<file path="config.mk">
export PLATFORM = sky130hd
export DESIGN_NAME = pulse_bram_arbiter_flat
export DESIGN_NICKNAME = d
export VERILOG_FILES = /design/src/rtl/pulse_bram_arbiter_if.sv /design/src/rtl/pulse_bram_arbiter.sv /design/src/flat_wrapper.sv
export SDC_FILE = /design/constraint.sdc
export NUM_CORES = 1
export LEC_CHECK = 0
export ABC_CLOCK_PERIOD_IN_PS = 4630
export CAP_MARGIN = 20
export CELL_PAD_IN_SITES_DETAIL_PLACEMENT = 1
export CELL_PAD_IN_SITES_GLOBAL_PLACEMENT = 2
export CORE_MARGIN = 2
export CORE_UTILIZATION = 26
export CTS_CLUSTER_DIAMETER = 200
export DETAILED_ROUTE_END_ITERATION = 10
export PLACE_DENSITY = 0.86
export SLEW_MARGIN = 20
export SYNTH_ARGS = -nofsm -noshare
export SYNTH_HDL_FRONTEND = slang
export SYNTH_SLANG_ARGS = --single-unit
</file>
<file path="constraint.sdc">
create_clock -name clk -period 4.63 [get_ports clk]
set_clock_uncertainty 0.05 [all_clocks]
set_input_delay 0.6945 -clock clk [delete_from_list [all_inputs] [get_ports clk]]
set_output_delay 0.6945 -clock clk [all_outputs]
set_load 0.05 [all_outputs]
</file>
<file path="src/rtl/pulse_bram_arbiter_if.sv">
// Purpose: one requester's command/read-return bundle for the pulse BRAM arbiter.
// Latency: none; this is only a wiring bundle.
// Backpressure: the requester holds req and its payload stable until gnt is seen high.
// Ports: req/we/lock/addr/wdata (requester -> arbiter),
//        gnt/rvalid/rdata (arbiter -> requester).
interface pulse_bram_arbiter_if #(
  parameter int ADDR_W = 32,
  parameter int DATA_W = 32
);
  logic              req;
  logic              we;
  logic              lock;
  logic [ADDR_W-1:0] addr;
  logic [DATA_W-1:0] wdata;
  logic              gnt;
  logic              rvalid;
  logic [DATA_W-1:0] rdata;

  modport master (output req, we, lock, addr, wdata, input gnt, rvalid, rdata);
  modport slave  (input req, we, lock, addr, wdata, output gnt, rvalid, rdata);
endinterface

</file>
<file path="src/rtl/pulse_bram_arbiter.sv">
// Purpose: round-robin arbiter with RMW lock for the single pulse-accumulation BRAM port.
// Latency: gnt is combinational; the BRAM port is registered (1 cycle); rvalid comes 1+RD_LATENCY edges after accept.
// Backpressure: a requester keeps req high until gnt; a locked owner excludes the other requester.
// Ports: clk, rst (sync, active high); m0/m1 requester bundles (slave side);
//        bram_addr/bram_data_in/bram_we/ena registered BRAM drive, bram_data_out read data;
//        lock_err one-cycle strobe when a lock is forcibly released by timeout.
module pulse_bram_arbiter #(
  parameter int ADDR_W       = 32,
  parameter int DATA_W       = 32,
  parameter int RD_LATENCY   = 1,
  parameter int LOCK_TIMEOUT = 64
) (
  input  logic                 clk,
  input  logic                 rst,
  pulse_bram_arbiter_if.slave  m0,
  pulse_bram_arbiter_if.slave  m1,
  output logic [ADDR_W-1:0]    bram_addr,
  output logic [DATA_W-1:0]    bram_data_in,
  output logic                 bram_we,
  output logic                 ena,
  input  logic [DATA_W-1:0]    bram_data_out,
  output logic                 lock_err
);

  localparam int PIPE_D = 1 + RD_LATENCY;
  localparam int CNT_W  = $clog2(LOCK_TIMEOUT) + 1;

  typedef enum logic [1:0] {IDLE, LOCK0, LOCK1} state_e;

  state_e              state_q, state_d;
  logic                last_gnt_q, last_gnt_d;
  logic [CNT_W-1:0]    lock_cnt_q, lock_cnt_d;
  logic                lock_err_q, lock_err_d;
  logic                ena_q, ena_d;
  logic                we_q, we_d;
  logic                tag_q, tag_d;
  logic [ADDR_W-1:0]   addr_q, addr_d;
  logic [DATA_W-1:0]   wdat_q, wdat_d;
  logic [PIPE_D-1:0]   pv_q, pv_d;
  logic [PIPE_D-1:0]   pt_q, pt_d;
  logic [DATA_W-1:0]   rd0_q, rd0_d;
  logic [DATA_W-1:0]   rd1_q, rd1_d;

  logic                gnt0, gnt1, acc, sel, sel_we, sel_lock;
  logic [ADDR_W-1:0]   sel_addr;
  logic [DATA_W-1:0]   sel_wdata;
  logic                rv0, rv1;

  // Grant: in IDLE a tie goes to the requester that did not win last time;
  // while locked only the owner can be granted. Nothing is granted in reset.
  always_comb begin
    gnt0 = 1'b0;
    gnt1 = 1'b0;
    if (!rst) begin
      case (state_q)
        IDLE: begin
          gnt0 = m0.req && (!m1.req || last_gnt_q);
          gnt1 = m1.req && (!m0.req || !last_gnt_q);
        end
        LOCK0:   gnt0 = m0.req;
        LOCK1:   gnt1 = m1.req;
        default: ;
      endcase
    end
  end

  assign m0.gnt = gnt0;
  assign m1.gnt = gnt1;

  assign acc       = gnt0 | gnt1;
  assign sel       = gnt1;
  assign sel_we    = sel ? m1.we    : m0.we;
  assign sel_lock  = sel ? m1.lock  : m0.lock;
  assign sel_addr  = sel ? m1.addr  : m0.addr;
  assign sel_wdata = sel ? m1.wdata : m0.wdata;

  always_comb begin
    state_d    = state_q;
    last_gnt_d = last_gnt_q;
    lock_cnt_d = lock_cnt_q;
    lock_err_d = 1'b0;

    // The port is driven for exactly one cycle per accept; addr/data hold otherwise.
    ena_d  = acc;
    we_d   = acc && sel_we;
    tag_d  = acc ? sel       : tag_q;
    addr_d = acc ? sel_addr  : addr_q;
    wdat_d = acc ? sel_wdata : wdat_q;

    case (state_q)
      IDLE: begin
        // Round-robin pointer only moves when both competed.
        if (m0.req && m1.req) last_gnt_d = sel;
        if (acc && sel_lock) begin
          state_d    = sel ? LOCK1 : LOCK0;
          lock_cnt_d = '0;
        end
      end
      LOCK0, LOCK1: begin
        lock_cnt_d = lock_cnt_q + 1'b1;
        if (acc && !sel_lock) begin
          // Voluntary release wins over a timeout on the same edge.
          state_d    = IDLE;
          last_gnt_d = sel;
        end else if (lock_cnt_q == CNT_W'(LOCK_TIMEOUT - 1)) begin
          // Forced release; pointing last_gnt at the owner hands the next tie away.
          state_d    = IDLE;
          lock_err_d = 1'b1;
          last_gnt_d = (state_q == LOCK1);
        end
      end
      default: state_d = IDLE;
    endcase
  end

  // Read-return tracking starts from the registered port, so the tail of the
  // pipe lines up with bram_data_out for the tagged read.
  always_comb begin
    pv_d = {pv_q[PIPE_D-2:0], ena_q && !we_q};
    pt_d = {pt_q[PIPE_D-2:0], tag_q};
  end

  assign rv0 = pv_q[PIPE_D-1] && !pt_q[PIPE_D-1];
  assign rv1 = pv_q[PIPE_D-1] &&  pt_q[PIPE_D-1];

  // Each requester's rdata passes BRAM data through on its strobe and holds otherwise.
  always_comb begin
    rd0_d = rv0 ? bram_data_out : rd0_q;
    rd1_d = rv1 ? bram_data_out : rd1_q;
  end

  assign m0.rvalid = rv0;
  assign m1.rvalid = rv1;
  assign m0.rdata  = rv0 ? bram_data_out : rd0_q;
  assign m1.rdata  = rv1 ? bram_data_out : rd1_q;

  assign ena          = ena_q;
  assign bram_we      = we_q;
  assign bram_addr    = addr_q;
  assign bram_data_in = wdat_q;
  assign lock_err     = lock_err_q;

  always_ff @(posedge clk) begin
    if (rst) begin
      state_q    <= IDLE;
      last_gnt_q <= 1'b1;
      lock_cnt_q <= '0;
      lock_err_q <= 1'b0;
      ena_q      <= 1'b0;
      we_q       <= 1'b0;
      tag_q      <= 1'b0;
      addr_q     <= '0;
      wdat_q     <= '0;
      pv_q       <= '0;
      pt_q       <= '0;
      rd0_q      <= '0;
      rd1_q      <= '0;
    end else begin
      state_q    <= state_d;
      last_gnt_q <= last_gnt_d;
      lock_cnt_q <= lock_cnt_d;
      lock_err_q <= lock_err_d;
      ena_q      <= ena_d;
      we_q       <= we_d;
      tag_q      <= tag_d;
      addr_q     <= addr_d;
      wdat_q     <= wdat_d;
      pv_q       <= pv_d;
      pt_q       <= pt_d;
      rd0_q      <= rd0_d;
      rd1_q      <= rd1_d;
    end
  end

endmodule

</file>
<file path="src/flat_wrapper.sv">
// flat-port wrapper written by rule: the top's interface ports become plain ports
module pulse_bram_arbiter_flat 
#(
  parameter int ADDR_W       = 32,
  parameter int DATA_W       = 32,
  parameter int RD_LATENCY   = 1,
  parameter int LOCK_TIMEOUT = 64
)
  (clk, rst, bram_addr, bram_data_in, bram_we, ena, bram_data_out, lock_err, m0_req, m0_we, m0_lock, m0_addr, m0_wdata, m0_gnt, m0_rvalid, m0_rdata, m1_req, m1_we, m1_lock, m1_addr, m1_wdata, m1_gnt, m1_rvalid, m1_rdata);
  pulse_bram_arbiter_if #(.ADDR_W(ADDR_W), .DATA_W(DATA_W)) m0_i ();
  pulse_bram_arbiter_if #(.ADDR_W(ADDR_W), .DATA_W(DATA_W)) m1_i ();
  input  logic clk;
  input  logic rst;
  output logic [ADDR_W-1:0] bram_addr;
  output logic [DATA_W-1:0] bram_data_in;
  output logic bram_we;
  output logic ena;
  input  logic [DATA_W-1:0] bram_data_out;
  output logic lock_err;
  input wire logic [$bits(m0_i.req)-1:0] m0_req;
  input wire logic [$bits(m0_i.we)-1:0] m0_we;
  input wire logic [$bits(m0_i.lock)-1:0] m0_lock;
  input wire logic [$bits(m0_i.addr)-1:0] m0_addr;
  input wire logic [$bits(m0_i.wdata)-1:0] m0_wdata;
  output wire logic [$bits(m0_i.gnt)-1:0] m0_gnt;
  output wire logic [$bits(m0_i.rvalid)-1:0] m0_rvalid;
  output wire logic [$bits(m0_i.rdata)-1:0] m0_rdata;
  input wire logic [$bits(m1_i.req)-1:0] m1_req;
  input wire logic [$bits(m1_i.we)-1:0] m1_we;
  input wire logic [$bits(m1_i.lock)-1:0] m1_lock;
  input wire logic [$bits(m1_i.addr)-1:0] m1_addr;
  input wire logic [$bits(m1_i.wdata)-1:0] m1_wdata;
  output wire logic [$bits(m1_i.gnt)-1:0] m1_gnt;
  output wire logic [$bits(m1_i.rvalid)-1:0] m1_rvalid;
  output wire logic [$bits(m1_i.rdata)-1:0] m1_rdata;
  assign m0_i.req = m0_req;
  assign m0_i.we = m0_we;
  assign m0_i.lock = m0_lock;
  assign m0_i.addr = m0_addr;
  assign m0_i.wdata = m0_wdata;
  assign m0_gnt = m0_i.gnt;
  assign m0_rvalid = m0_i.rvalid;
  assign m0_rdata = m0_i.rdata;
  assign m1_i.req = m1_req;
  assign m1_i.we = m1_we;
  assign m1_i.lock = m1_lock;
  assign m1_i.addr = m1_addr;
  assign m1_i.wdata = m1_wdata;
  assign m1_gnt = m1_i.gnt;
  assign m1_rvalid = m1_i.rvalid;
  assign m1_rdata = m1_i.rdata;
  pulse_bram_arbiter #(.ADDR_W(ADDR_W), .DATA_W(DATA_W), .RD_LATENCY(RD_LATENCY), .LOCK_TIMEOUT(LOCK_TIMEOUT)) u_core (.clk(clk), .rst(rst), .m0(m0_i), .m1(m1_i), .bram_addr(bram_addr), .bram_data_in(bram_data_in), .bram_we(bram_we), .ena(ena), .bram_data_out(bram_data_out), .lock_err(lock_err));
endmodule
</file>
==> flow_summary_export.csv, run 1 <==
group,metric,value,unit
run_status,status,"complete, no violations",
power_and_ir_drop,pwr-share-comb,0.455,
detailed_routing,wirelength,21530,µm
detailed_routing,via_per_inst,4.594,
sta,max_freq,273.4,MHz
detailed_routing,drtPass1Iterations,4,
sta,period_share,0.7900,
worst_setup_path,path_max_fanout,12,
sta,relSlewSlack,0.2944,
sta,rsz0062_at_grt,"false",
detailed_routing,wl_met1,8767,µm
clock_network,cts_resized,0,
detailed_routing,wl_per_cell,17.33,µm
run,maxCapViolations,0,
power_and_ir_drop,p_leak,4.208,nW
detailed_routing,drtAntennaViolNets,0,
synth,ys_seq_area_frac,0.4558,
sta,setup-tns-final,0,ns
detailed_routing,top_layer,"met4",
clock_network,post_cts_buffers,0,
clock_network,cts_buffer_depth,2,
synth,yosys.area.top_type,"dfxtp_1",
clock_network,cts-root-buf,"clkbuf_16",
final_layout,seq_area,2923,µm²
floorplan,start_util,0.2644,
synth,avgSynthCellArea,10.29,µm²
synth,postSynth.topFlopCell,"dfxtp_1",
synth,synthDistinctLibCells,46,
power_and_ir_drop,power.density,583.3,nW/µm²
final_layout,nets,1079,
final_layout,multi_input_area,3203,µm²
sta,setup_viol,0,
grt,antenna_found_initial,0,
synth,synthMostInstantiatedCell,"dfxtp_1",
power_and_ir_drop,intPower,0.003556,W
worst_setup_path,worstPathRequired,3.89,ns
detailed_routing,drc,0,
worst_setup_path,worstSetupEndpointType,"output port",
worst_setup_path,setup.worst_path.start_class,"flop",
place,hpwl,15660,µm
worst_setup_path,criticalPathCategory,"reg2out",
floorplan,fp.dieH,161.0,µm
synth,synth_edf_count,0,
detailed_routing,vias,5706,
final_layout,fillCellCount,2718,
floorplan,coreArea,24250,µm²
sta,fin_crit,3.658,ns
power_and_ir_drop,ir_worst_vdd,0.0002816,V
floorplan,die-area,25940,µm²
grt,globalRouteOverflowTotal,0,
sta,drv_slew,0,
power_and_ir_drop,power,0.006021,W
detailed_routing,met2_length,9881,µm
worst_setup_path,critical-path-max-stage-delay,0.89,ns
synth,synth.area.top_cells,"dfxtp_1, mux2_2, mux2i_1, a211oi_1, and2_1",
grt,grt_pass1_vias,5851,
synth,yosysTopAreaCellShare,0.4558,
grt,grt_max_degree,85,
clock_network,cts_tree,"built",
power_and_ir_drop,power_switching,0.002465,W
final_layout,antenna_cells,0,
synth,synth_nets,797,
sta,finalHoldViolations,0,
worst_hold_path,min_path_type,"reg2reg",
power_and_ir_drop,pwr-share-clk,0.268,
grt,grt_pass1_wl,33000,µm
floorplan,pin_count,303,
place,pre_cts_slack,1.056,ns
worst_setup_path,crit_buf_inv,2,
final_layout,syn_to_final_growth,60.98,%
synth,synthesis.instances,623,
synth,async_flop_share,0,
worst_setup_path,crit_arrival,2.91,ns
power_and_ir_drop,swShare,0.4094,
floorplan,rows,57,
power_and_ir_drop,power.share.sequential,0.277,
worst_setup_path,cp_cell_sequence,"inv_1, ha_1, a31oi_4, nor3_1, clkdlybuf4s50_1",
place,io_buffers,302,
clock_network,postCtsHoldBufs,0,
clock_network,ctsHtreeMaxLevel,4,
detailed_routing,drt-initial-drc-count,171,
sta,worst_pin_slew,1.058,ns
synth,synth_warnings,0,
clock_network,insertion_delay,0.41,ns
grt,globalRouteTotalUtil,0.1631,
clock_network,clk_pin_slew,0.06,ns
detailed_routing,wl_met3,2620,µm
worst_setup_path,critical_path.top_delay_family,"buffers and inverters",
clock_network,clock-sinks,146,
sta,worst_slack,0.9723,ns
synth,syn_area,6412,µm²
floorplan,fp.dieW,161.0,µm
clock_network,cts_buffers,17,
final_layout,layout-drive-gt1-share,0.1253,
synth,synthTopCellsByCount,"dfxtp_1, nor2_1, mux2i_1, a211oi_1, and2_1",
synth,synth_seq_cells,146,
worst_setup_path,crit_slowest_cell,"clkdlybuf4s50_1",
place,gp_congestion,0.7560,
[registers in the layout (all words and copies together), names as in the netlist]
register and cells:
u_core.bram_we 1, u_core.pt_q 2, u_core.lock_cnt_q 7, u_core.bram_data_in 32, u_core.lock_err 1, u_core.tag_q 1, u_core.ena 1, u_core.state_q 2
u_core.bram_addr 32, u_core.rd0_q 32, u_core.last_gnt_q 1, u_core.rd1_q 32, u_core.pv_q 2
[power by group through the flow]
stage	Clock [W]	Sequential [W]	Combinational [W]
2_1_floorplan	0	0.00247	0.00110
3_3_place_gp	0	0.00169	0.00274
3_5_place_dp	0	0.00169	0.00275
4_1_cts	0.00166	0.00167	0.00277
5_1_grt	0.00172	0.00170	0.00291
6_report	0.00161	0.00167	0.00274
[worst reg2reg max path, stage by stage (launching register included)]
cell	delay, ns
dfxtp_1	0.38
inv_1	0.10
ha_1	0.39
a31o_2	0.34
nand2_4	0.19
buf_4	0.80
mux2i_1	0.31
a211oi_1	0.27
[metal layers]
metal,up-vias,global-route usage
li1,2779,-
met1,2690,0.1876
met2,223,0.2659
met3,14,0.08449
met4,0,0.04627
met5,-,0
[area by class of cell]
type,count,share of cell area
Timing Repair Buffer,310,0.2984
Inverter,8,0.002909
Tap cell,324,0.03927
Multi-Input combinational cell,422,0.3103
Sequential cell,146,0.2832
Clock inverter,14,0.02436
Clock buffer,18,0.04158
[final timing paths]
path / startpoint / endpoint / slack [ns] / cells after the start
worst min register to register: u_core.bram_we$_SDFF_PP0_ / u_core.pv_q[0]$_SDFF_PP0_ / 0.37 / 1
worst max register to register: u_core.state_q[0]$_SDFFE_PP0P_ / u_core.bram_addr[8]$_SDFFE_PP0P_ / 1.71 / 7
worst max-delay path: u_core.state_q[1]$_SDFFE_PP0P_ / m1_gnt / 0.97 / 5
worst min-delay path: u_core.bram_we$_SDFF_PP0_ / u_core.pv_q[0]$_SDFF_PP0_ / 0.37 / 1
[per-stage QoR]
| stage | instances | util | area [µm²] | hold slack (ns) |
|---|---|---|---|---|
| finish | 1242 | 0.4257 | 10320 | 0.3699 |
| global route | 1242 | 0.4257 | 10320 | 0.3888 |
| CTS | 1242 | 0.4257 | 10320 | 0.3746 |
| detailed placement | 1210 | 0.3976 | 9642 | 0.3633 |
| global placement | 1210 | 0.3976 | 9642 | 0.3609 |
| floorplan | 623 | - | 6412 | 0.3638 |
[cells in the final DEF (no fill, tap or decap), types with 2 or more instances in the layout]
cell type	count
o21ai_0	5
inv_6	2
and2_1	65
mux2_2	64
a211oi_1	65
mux2i_1	67
inv_8	2
a21oi_1	6
nand2_1	10
ha_1	6
o31ai_1	3
a31oi_1	2
nand4_1	3
inv_1	8
a32o_1	2
clkbuf_16	17
nor3b_1	3
bufinv_16	6
a221oi_1	2
and3_1	3
a31o_2	2
o211ai_1	3
nand3_1	6
dfxtp_1	146
clkinv_4	3
buf_4	9
o2111ai_1	2
nor2_1	73
clkdlybuf4s50_1	301
nand2_4	2
nor3_1	5
nor2b_1	6
[kinds of logic (layout without fill, tap and decap cells)]
logic type,after synthesis,count (layout),synth area share
multiplexers,131,131,0.2170
buffers and inverters,55,350,0.04663
flip-flops,146,146,0.4558
AND/OR/NAND/NOR,182,182,0.1461
AO/OA/AOI/OAI,103,103,0.1227
adder cells (fa/ha/maj),6,6,0.01171
Power figures use the tool's default switching activity.
==> run 2, diff against run 1 <==
- ABC_CLOCK_PERIOD_IN_PS: 4630 -> 2900
- CORE_UTILIZATION: 26 -> 21
- PLACE_DENSITY: 0.86 -> 0.74
- clock period: 4.63 -> 2.9 ns (I/O delays scaled with it)
==> flow_summary_export.csv, run 2 (synthesized netlist as in run 1, its figures left out) <==
group,metric,value,unit
power_and_ir_drop,power.density,876.8,nW/µm²
sta,relSlewSlack,0.5820,
sta,worst_pin_slew,0.6251,ns
detailed_routing,wirelength,22080,µm
clock_network,cts_resized,0,
sta,max_freq,364.1,MHz
sta,finalHoldViolations,0,
detailed_routing,wl_met1,9161,µm
grt,grt_max_degree,65,
clock_network,cts_tree,"built",
place,io_buffers,302,
worst_setup_path,crit_slowest_cell,"clkdlybuf4s50_1",
clock_network,postCtsHoldBufs,0,
worst_setup_path,crit_arrival,2.26,ns
floorplan,coreArea,29870,µm²
sta,period_share,0.9470,
clock_network,clk_pin_slew,0.08,ns
grt,grt_pass1_vias,5989,
final_layout,nets,1084,
detailed_routing,via_per_inst,4.337,
place,gp_congestion,0.7541,
place,hpwl,16160,µm
detailed_routing,met2_length,10030,µm
clock_network,clock-sinks,146,
grt,globalRouteTotalUtil,0.1361,
detailed_routing,drtPass1Iterations,4,
worst_setup_path,criticalPathCategory,"reg2out",
power_and_ir_drop,p_leak,4.400,nW
floorplan,fp.dieW,178.7,µm
worst_setup_path,cp_cell_sequence,"nor2b_4, buf_12, mux2_2, clkdlybuf4s50_1",
run,maxCapViolations,0,
grt,globalRouteOverflowTotal,0,
floorplan,start_util,0.2146,
run_status,status,"complete, no violations",
worst_setup_path,worstSetupEndpointType,"output port",
detailed_routing,drc,0,
final_layout,mostFrequentLayoutCells,"clkdlybuf4s50_1, dfxtp_1, nor2_1",
detailed_routing,drt-initial-drc-count,217,
grt,antenna_found_initial,1,
final_layout,syn_to_final_growth,66.93,%
sta,timing.hold.ws,0.3351,ns
sta,fin_crit,2.746,ns
clock_network,ctsHtreeMaxLevel,4,
detailed_routing,vias,5699,
worst_setup_path,path_max_fanout,33,
power_and_ir_drop,ir_worst_vdd,0.0003839,V
grt,grt_pass1_wl,33500,µm
detailed_routing,drtAntennaViolNets,0,
final_layout,final_common_cell,"clkdlybuf4s50_1",
worst_hold_path,min_path_type,"in2reg",
sta,drv_slew,0,
detailed_routing,wl_met3,2710,µm
floorplan,fp.dieH,178.7,µm
clock_network,cts-root-buf,"clkbuf_16",
worst_setup_path,setup.worst_path.start_class,"flop",
worst_setup_path,critical-path-max-stage-delay,0.73,ns
clock_network,post_cts_buffers,0,
clock_network,cts_buffers,17,
detailed_routing,top_layer,"met4",
final_layout,layout-drive-gt1-share,0.1853,
sta,rsz0062_at_grt,"false",
final_layout,fillCellCount,3296,
sta,setup_viol,0,
worst_setup_path,worstPathRequired,2.41,ns
detailed_routing,wl_per_cell,16.81,µm
floorplan,pin_count,303,
sta,setup-tns-final,0,ns
clock_network,cts_buffer_depth,2,
floorplan,die-area,31950,µm²
clock_network,insertion_delay,0.42,ns
floorplan,rows,63,
## run 2: cell count changes in the layout (fill, tap and decap cells not counted), sizes merged
cell and change:
buf +55, clkdlybuf4s50 -50, bufinv -5, inv +4, clkbuf -1, clkinv +1, clkinvlp +1, diode +1
## run 2: power by group
group,internal [W],switching (W),leakage [nW]
combinational,0.00167,0.00279,2.92
clock,0.00122,0.00103,0.286
sequential,0.00243,0.000234,1.19
## run 2: through the flow
stage / power (W) / instance area (µm²) / cells / setup slack, ns / utilization
3_3_place_gp: 0.007193 / 10110 / 1281 / 0.3811 / 0.3385
2_1_floorplan: 0.005699 / 6412 / 623 / 0.3453 / -
3_5_place_dp: 0.007212 / 10110 / 1281 / 0.3342 / 0.3385
5_1_grt: 0.009926 / 10700 / 1314 / 0.05449 / 0.3583
4_1_cts: 0.009558 / 10700 / 1313 / 0.1149 / 0.3582
6_report: 0.009385 / 10700 / 1314 / 0.1536 / 0.3583
## run 2: per-layer routing
metal	vias to the layer above	track usage
li1	2792	-
met1	2671	0.1538
met2	228	0.2239
met3	8	0.07379
met4	0	0.03286
met5	-	0
## run 2: worst max-delay path: cells and delay by family (launching register included)
| kind | cells | cell delay, ns |
|---|---|---|
| mux | 1 | 0.38 |
| flops | 1 | 0.33 |
| buf+inv | 2 | 0.96 |
| simple gates | 1 | 0.16 |
## run 2: path summary, 6_finish.rpt
check | start | cells past startpoint | endpoint | slack (ns)
max | u_core.pv_q[1]$_SDFF_PP0_ | 4 | m0_rdata[7] | 0.15
min | rst | 2 | u_core.bram_data_in[29]$_SDFFE_PP0P_ | 0.34
max reg2reg | u_core.state_q[0]$_SDFFE_PP0P_ | 7 | u_core.bram_data_in[10]$_SDFFE_PP0P_ | 0.64
min reg2reg | u_core.bram_we$_SDFF_PP0_ | 1 | u_core.pv_q[0]$_SDFF_PP0_ | 0.39
## run 2: layout make-up
class / instances / area, µm² / area share
repair buffers: 315 / 3468 / 0.3240
clock inverters: 15 / 163.9 / 0.01531
multi-input cells: 422 / 3203 / 0.2992
flip-flops and latches: 146 / 2923 / 0.2731
well taps: 390 / 488.0 / 0.04559
inverters: 8 / 30.03 / 0.002805
diodes: 1 / 2.502 / 0.0002338
clock buffers: 17 / 425.4 / 0.03974
==> run 3, diff against run 2 <==
- CTS_CLUSTER_DIAMETER: 200 -> not set
- GPL_ROUTABILITY_DRIVEN: not set -> 0
==> results of run 3 <==
Same layout as run 2: the final DEF is identical, and so are final timing and power.
